### src/rtl/accum_block_id_walker.sv
// accum_block_id_walker
// Consumes one accumulation-block descriptor, walks its config-id range
// [beg,end) issuing one rdy/ack command per id with the latched offsets,
// and pulses blkdone_dval once per finished or skipped block.
module accum_block_id_walker #(
   parameter int unsigned WBW   = 16,
   parameter int unsigned VDIM  = 6,
   parameter int unsigned ID_BW = 4
) (
   input  logic                  i_clk,
   input  logic                  i_rst_n,
   input  logic                  abofs_rdy,
   output logic                  abofs_ack,
   input  logic [WBW*VDIM-1:0]   i_bofs,
   input  logic [WBW*VDIM-1:0]   i_aofs_beg,
   input  logic [WBW*VDIM-1:0]   i_aofs_end,
   input  logic [ID_BW-1:0]      i_beg,
   input  logic [ID_BW-1:0]      i_end,
   output logic                  dst_rdy,
   input  logic                  dst_ack,
   output logic [WBW*VDIM-1:0]   o_bofs,
   output logic [WBW*VDIM-1:0]   o_aofs_beg,
   output logic [WBW*VDIM-1:0]   o_aofs_end,
   output logic [ID_BW-1:0]      o_id,
   output logic                  o_islast,
   output logic                  blkdone_dval
);

   localparam logic [0:0]       S_IDLE = 1'b0;
   localparam logic [0:0]       S_BUSY = 1'b1;
   localparam logic [ID_BW-1:0] ONE_ID = {{(ID_BW-1){1'b0}}, 1'b1};

   logic [0:0]          r_state;
   logic [WBW*VDIM-1:0] r_bofs;
   logic [WBW*VDIM-1:0] r_aofs_beg;
   logic [WBW*VDIM-1:0] r_aofs_end;
   logic [ID_BW-1:0]    r_id;
   logic [ID_BW-1:0]    r_end;
   logic [1:0]          r_pend;
   logic                r_dval;

   logic                w_busy;
   logic                w_islast;
   logic                w_accept;
   logic                w_nonempty;
   logic                w_done;
   logic                w_skip;
   logic [2:0]          w_tot;
   logic [2:0]          w_tot_m1;

   assign w_busy     = (r_state == S_BUSY);
   assign w_islast   = w_busy && (r_id == (r_end - ONE_ID));
   assign w_accept   = abofs_rdy && (!w_busy || (dst_ack && w_islast));
   assign w_nonempty = (i_beg < i_end);
   assign w_done     = w_busy && dst_ack && w_islast;
   assign w_skip     = w_accept && !w_nonempty;

   // A finishing block and a skipped block in the same cycle give two
   // events; the surplus is parked in a pending count and drained one
   // pulse per cycle.
   assign w_tot    = {1'b0, r_pend} + {2'b00, w_done} + {2'b00, w_skip};
   assign w_tot_m1 = w_tot - 3'd1;

   assign abofs_ack    = w_accept;
   assign dst_rdy      = w_busy;
   assign o_islast     = w_islast;
   assign o_bofs       = r_bofs;
   assign o_aofs_beg   = r_aofs_beg;
   assign o_aofs_end   = r_aofs_end;
   assign o_id         = r_id;
   assign blkdone_dval = r_dval;

   // FSM, descriptor latch and id walk
   always_ff @(posedge i_clk or negedge i_rst_n) begin
      if (!i_rst_n) begin
         r_state    <= S_IDLE;
         r_bofs     <= '0;
         r_aofs_beg <= '0;
         r_aofs_end <= '0;
         r_id       <= '0;
         r_end      <= '0;
      end else if (w_accept) begin
         r_bofs     <= i_bofs;
         r_aofs_beg <= i_aofs_beg;
         r_aofs_end <= i_aofs_end;
         r_id       <= i_beg;
         r_end      <= i_end;
         r_state    <= w_nonempty ? S_BUSY : S_IDLE;
      end else if (w_busy && dst_ack) begin
         if (w_islast) begin
            r_state <= S_IDLE;
         end else begin
            r_id <= r_id + ONE_ID;
         end
      end
   end

   // Block-done pulse generation with saturating pending count
   always_ff @(posedge i_clk or negedge i_rst_n) begin
      if (!i_rst_n) begin
         r_dval <= 1'b0;
         r_pend <= '0;
      end else begin
         r_dval <= (w_tot != 3'd0);
         if (w_tot == 3'd0) begin
            r_pend <= '0;
         end else if (w_tot_m1 > 3'd2) begin
            r_pend <= 2'd2;
         end else begin
            r_pend <= w_tot_m1[1:0];
         end
      end
   end

endmodule

### config.mk
export PLATFORM = sky130hd
export DESIGN_NAME = accum_block_id_walker
export DESIGN_NICKNAME = d
export VERILOG_FILES = /design/src/rtl/accum_block_id_walker.sv
export SDC_FILE = /design/constraint.sdc
export NUM_CORES = 1
export LEC_CHECK = 0
export CAP_MARGIN = 5
export CORE_AREA = 4 4 231 233
export CTS_CLUSTER_DIAMETER = 80
export DETAILED_ROUTE_END_ITERATION = 10
export DIE_AREA = 0 0 235 237
export DONT_BUFFER_PORTS = 1
export PLACE_DENSITY = 0.46
export SLEW_MARGIN = 30
export SYNTH_ARGS = -nofsm -noshare
export SYNTH_HDL_FRONTEND = slang
export SYNTH_SLANG_ARGS = --single-unit
### constraint.sdc
create_clock -name i_clk -period 3.9 [get_ports i_clk]
set_clock_uncertainty 0.15 [all_clocks]
set_input_delay 0.78 -clock i_clk [delete_from_list [all_inputs] [get_ports i_clk]]
set_output_delay 0.78 -clock i_clk [all_outputs]
set_load 0.1 [all_outputs]
Yosys cells after proc, flatten, opt, wreduce, memory -nomap -nowiden
Cells that the tools add are included.
Widths: inputs -> output; s select.
{"block": "op_classes", "bitwise": 0, "n_div": 0, "addsub": 5, "order_cmp": 2, "mul": 0, "eq_ne": 2, "shifts": 0, "muxes": 9, "n_reduce_logical": 15}
{"op": "$mux 4", "n": 3}
{"op": "$logic_and 1x1->1", "n": 6}
{"op": "$add 4x1->4 const B", "n": 1}
{"op": "$eq 4x4->1", "n": 1}
{"op": "$lt 4x4->1", "n": 1}
{"op": "$mux 1", "n": 4}
{"op": "$mux 2", "n": 2}
{"op": "$reduce_and 2->1", "n": 2}
{"op": "$reduce_bool 2->1", "n": 2}
{"op": "$sub 4x1->4 const B", "n": 1}
{"op": "$add 2x1->3", "n": 1}
{"op": "$add 3x1->3", "n": 1}
{"op": "$gt 3x2->1 const B", "n": 1}
{"op": "$logic_not 3->1", "n": 1}
{"op": "$reduce_bool 3->1", "n": 1}
{"op": "$sub 3x1->3 const B", "n": 1}
{"op": "$logic_not 1->1", "n": 2}
{"op": "$ne 2x1->1 const B", "n": 1}
{"op": "$logic_or 1x1->1", "n": 1}
{"block": "word_totals", "latchBits": 0, "reg_bits": 300, "n_memories": 0, "output_inout_bits": 296, "input_bits": 300, "elab_cells": 41, "ram_bits": 0, "mem_bits_ro": 0}

Logic depth before layout (Yosys ltp)
{"block": "depth", "word_depth": 12, "depth_mapped": 13, "mapped_depth_nobuf": 12}

Least setup slack after synthesis
OpenSTA, ideal clock, no wires.
{"block": "synth_timing", "kind": "flip-flop to flip-flop", "start": "register r_state (netlist: dst_rdy)", "end": "register r_pend[0]", "required_time_ns": 3.656, "setup_time_ns": 0.094, "path_slack_ns": 0.182, "synth_period_minus_slack_ns": 3.718, "arrival_time_ns": 3.474, "stages_incl_launch_ff": 11, "path_buffers": 2, "path_cell_list": "dfrtp_1 -> clkbuf_1 -> and3_1 -> and3b_1 -> buf_2 -> nand2_1 -> inv_1 -> fa_1 -> fa_1 -> o22ai_1 -> a211oi_1"}
{"block": "synth_between", "elab_chain_cells": 10, "elab_cells_between_ends": 15, "classes_between": "add/sub (3); order compare (1); mux (2); reduce/logical (9)"}
{"element": "start: declaration", "line_no": "33", "source": "logic [0:0] r_state;"}
{"element": "start signal: assignment", "line_no": "88", "source": "r_state <= w_nonempty ? S_BUSY : S_IDLE;"}
{"element": "$logic_and 1x1->1 *", "line_no": "52", "source": "assign w_islast = w_busy && (r_id == (r_end - ONE_ID));"}
{"element": "net o_islast", "line_no": "25", "source": "output logic o_islast,"}
{"element": "branches (longest 4 deep; another with $add 2x1->3)"}
{"element": "$add 3x1->3 *", "line_no": "61", "source": "assign w_tot = {1'b0, r_pend} + {2'b00, w_done} + {2'b00, w_skip};"}
{"element": "$sub 3x1->3", "line_no": "62", "source": "assign w_tot_m1 = w_tot - 3'd1;"}
{"element": "$gt 3x2->1", "line_no": "107", "source": "end else if (w_tot_m1 > 3'd2) begin"}
{"element": "$mux 2", "line_no": "107"}
{"element": "$mux 2 *", "line_no": "105", "source": "if (w_tot == 3'd0) begin"}
{"element": "end signal: assignment", "line_no": "110", "source": "r_pend <= w_tot_m1[1:0];"}
{"element": "end: declaration", "line_no": "39", "source": "logic [1:0] r_pend;"}
Mark *: on every way through the listed nets, which the timed path passes.
A chain may end at the register's enable or synchronous reset.

Final worst setup path
{"block": "layout_timing", "start": "register r_end[0]", "end": "output port abofs_ack"}
{"block": "layout_between", "elab_chain_cells": 6}
{"element": "start: declaration", "line_no": "38", "source": "logic [ID_BW-1:0] r_end;"}
{"element": "start signal: assignment", "line_no": "87", "source": "r_end <= i_end;"}
{"element": "$sub 4x1->4", "line_no": "52"}
{"element": "$eq 4x4->1", "line_no": "52"}
{"element": "$logic_and 1x1->1", "line_no": "52"}
{"element": "$logic_and 1x1->1", "line_no": "53", "source": "assign w_accept = abofs_rdy && (!w_busy || (dst_ack && w_islast));"}
{"element": "$logic_or 1x1->1", "line_no": "53"}
{"element": "$logic_and 1x1->1", "line_no": "53"}
{"element": "end: declaration", "line_no": "13", "source": "output logic abofs_ack,"}
Every way passes these cells.

==> flow_metrics.env <==
export IMPL_cp_start_kind="flip-flop"
export IMPL_drc=0
export IMPL_synth_mux_area_frac=0.338
export IMPL_max_stage_delay_ns=0.46
export IMPL_hold_viol=300
export IMPL_synth_simple_gate_area_frac=0.00888
export IMPL_grt_use_total=0.109
export IMPL_initial_core_util=0.248
export IMPL_coreArea_um2=51200
export IMPL_worstMarginPinSlew_ns=1.00
export IMPL_synth_top_family_by_area="multiplexers"
export IMPL_die_area_um2=55700
export IMPL_layout_area_overhead_vs_synth_pct=14.1
export IMPL_maxCapViolations=0
export IMPL_grt_overflow=0
export IMPL_end_kind="output pin"
export IMPL_syn_inst=694
export IMPL_status="finished with violations"
export IMPL_avgSynthCellArea_um2=18.3
export IMPL_path_max_fanout=36
export IMPL_post_drt_wl_per_cell_um=22.9
export IMPL_finalSetupTns_ns=0
export IMPL_die_w_um=235
export IMPL_fin_crit_ns=3.33
export IMPL_grt_pass1_vias=6561
export IMPL_synth_xor_area_share=0.00464
export IMPL_syn_area_um2=12700
export IMPL_synth_nets=1003
export IMPL_synth_distinct_cells=40
export IMPL_synth_top_area_frac=0.592
export IMPL_slew_violations=0
export IMPL_grt_max_degree=301
export IMPL_drtPass1Iterations=4
export IMPL_clkSinkCount=300
export IMPL_h_tree_depth=2
export IMPL_hold_path_class="in -> async"
export IMPL_grt_pass1_wl_um=47200
export IMPL_violations="hold timing"
export IMPL_drive_above_1_share=0.497
export IMPL_finalCritPeriodShare=0.854
export IMPL_cts_buffers=35
export IMPL_drt_iter0_drc=176
export IMPL_vias_per_cell=4.13
export IMPL_synth_common_cells="300 x dfrtp_1, 276 x mux2_4, 31 x buf_6"
export IMPL_antenna_found_initial=0
export IMPL_max_slew_margin=0.332
export IMPL_cts_root_buf="clkbuf_16"
export IMPL_vias=5862
export IMPL_setup_viol_count_final=0
export IMPL_drt_total_wl_um=32500
export IMPL_layout_nets=1024
export IMPL_synth_area_top_cells="dfrtp_1 59%, mux2_4 33%, buf_6 2.8%"
export IMPL_synth_adder_area_share=0.0101
export IMPL_die_y_um=237
export IMPL_path_clk_slew_ns=0.06
export IMPL_synth_edf_count=0
export IMPL_cpMaxStageDelayCell="inv_8"
export IMPL_critical_path_required_ns=2.97
export IMPL_antenna_cells=0
export IMPL_path_class="reg -> out"
export IMPL_post_cts_buffers=0
export IMPL_clk_latency_ns=0.53
export IMPL_critPathArrivalTime_ns=2.40
export IMPL_yosys_most_used_dff="dfrtp_1"
export IMPL_path_cells="inv_1 -> ha_1 -> xor3_1 -> nor3_2 -> a31oi_2 -> inv_8"
export IMPL_rsz0062_at_grt="false"
export IMPL_port_buffers=0
export IMPL_fmax_mhz=300
export IMPL_ant_nets=0
export IMPL_whs_ns=-0.188
export IMPL_clock_path_buffers=3
export IMPL_dp_hpwl_um=23500
export IMPL_tritoncts="built"
export IMPL_pin_count=596
export IMPL_synth_seq_area_share=0.592
export IMPL_ys_seq_elements=300
export IMPL_row_count=83
export IMPL_synth_most_common_cell="dfrtp_1"
export IMPL_synthArstFlopShare=1.00
export IMPL_synth_compound_area_frac=0.0140
export IMPL_cts_resized=0
export IMPL_synth_area_leader_cell="dfrtp_1"
export IMPL_place_congestion=0.800
export IMPL_yosys_warnings=0
placed cells by master (no fill, tap or decap), types with 5 or more instances in the layout:
cell type / netlist / layout
mux2_4: 276 / 276
dfrtp_1: 300 / 299
ha_1: 7 / 7
clkinv_2: 0 / 5
buf_12: 0 / 5
clkbuf_1: 2 / 9
nand2_1: 8 / 8
buf_4: 0 / 14
clkbuf_8: 0 / 5
mux2_2: 12 / 12
o21ai_0: 5 / 5
clkbuf_16: 0 / 35
inv_1: 10 / 10
flip-flops by register name, indices dropped and copies added (netlist names):
name	flops
r_end	4
o_bofs	96
o_aofs_end	96
o_aofs_beg	96
dst_rdy	1
o_id	4
r_pend	2
blkdone_dval	1
critical path, delay by kind of cell (launching register included):
| family | cells | cell delay [ns] |
|---|---|---|
| AO/OA/AOI/OAI | 1 | 0.20 |
| XOR/XNOR | 1 | 0.43 |
| adder cells (fa/ha/maj) | 1 | 0.15 |
| buffers and inverters | 2 | 0.55 |
| flip-flops | 1 | 0.40 |
| AND/OR/NAND/NOR | 1 | 0.13 |
logic make-up after synthesis:
| logic type | Yosys count |
|---|---|
| AOI/OAI and AO/OA | 23 |
| xor gates and xnor gates | 5 |
| adders and majority gates | 9 |
| buffers and inverters | 46 |
| DFF | 300 |
| muxes | 289 |
| and+or+nand+nor | 22 |
layout make-up:
type	instances	area [µm²]
inverter	11	48.8
sequential	300	7510
fill	5064	36700
timing repair buffer	19	205
tap	680	851
clock inverter	13	118
multi-input combinational	348	4770
clock buffer	49	978
per-layer routing:
metal  track usage  vias to the layer above  wire length, µm
li1              -                     2480                -
met1         0.118                     3036            11800
met2         0.193                      296            17100
met3        0.0439                       50             2770
met4        0.0408                        0              897
met5             0                        -                0
path summary, 6_finish.rpt:
path                       depth (start not counted)  startpoint  slack (ns)              to
max                                                6    r_end[0]        0.57       abofs_ack
min                                                0     i_rst_n       -0.19  o_aofs_beg[10]
max reg2reg                                       10    r_end[0]        0.63       r_pend[0]
min reg2reg                                        2    r_end[3]        0.36        r_end[3]
max in group asynchronous                          0     i_rst_n        3.39  o_aofs_beg[60]
min in group i_clk                                 1  i_bofs[25]        0.24      o_bofs[25]
per-stage QoR:
| stage | area (µm²) | worst slack (ns) | util | cells |
|---|---|---|---|---|
| 6_report | 14500 | 0.570 | 0.283 | 1420 |
| 5_1_grt | 14500 | 0.432 | 0.283 | 1420 |
| 4_1_cts | 14500 | 0.462 | 0.283 | 1420 |
| 3_5_place_dp | 13400 | 0.502 | 0.261 | 1358 |
| 3_3_place_gp | 13400 | 0.535 | 0.261 | 1358 |
| 2_1_floorplan | 12700 | 0.182 | - | 694 |
Power is not shown: default switching activity piles up to over one toggle a cycle in this logic, so the estimate is an artifact.
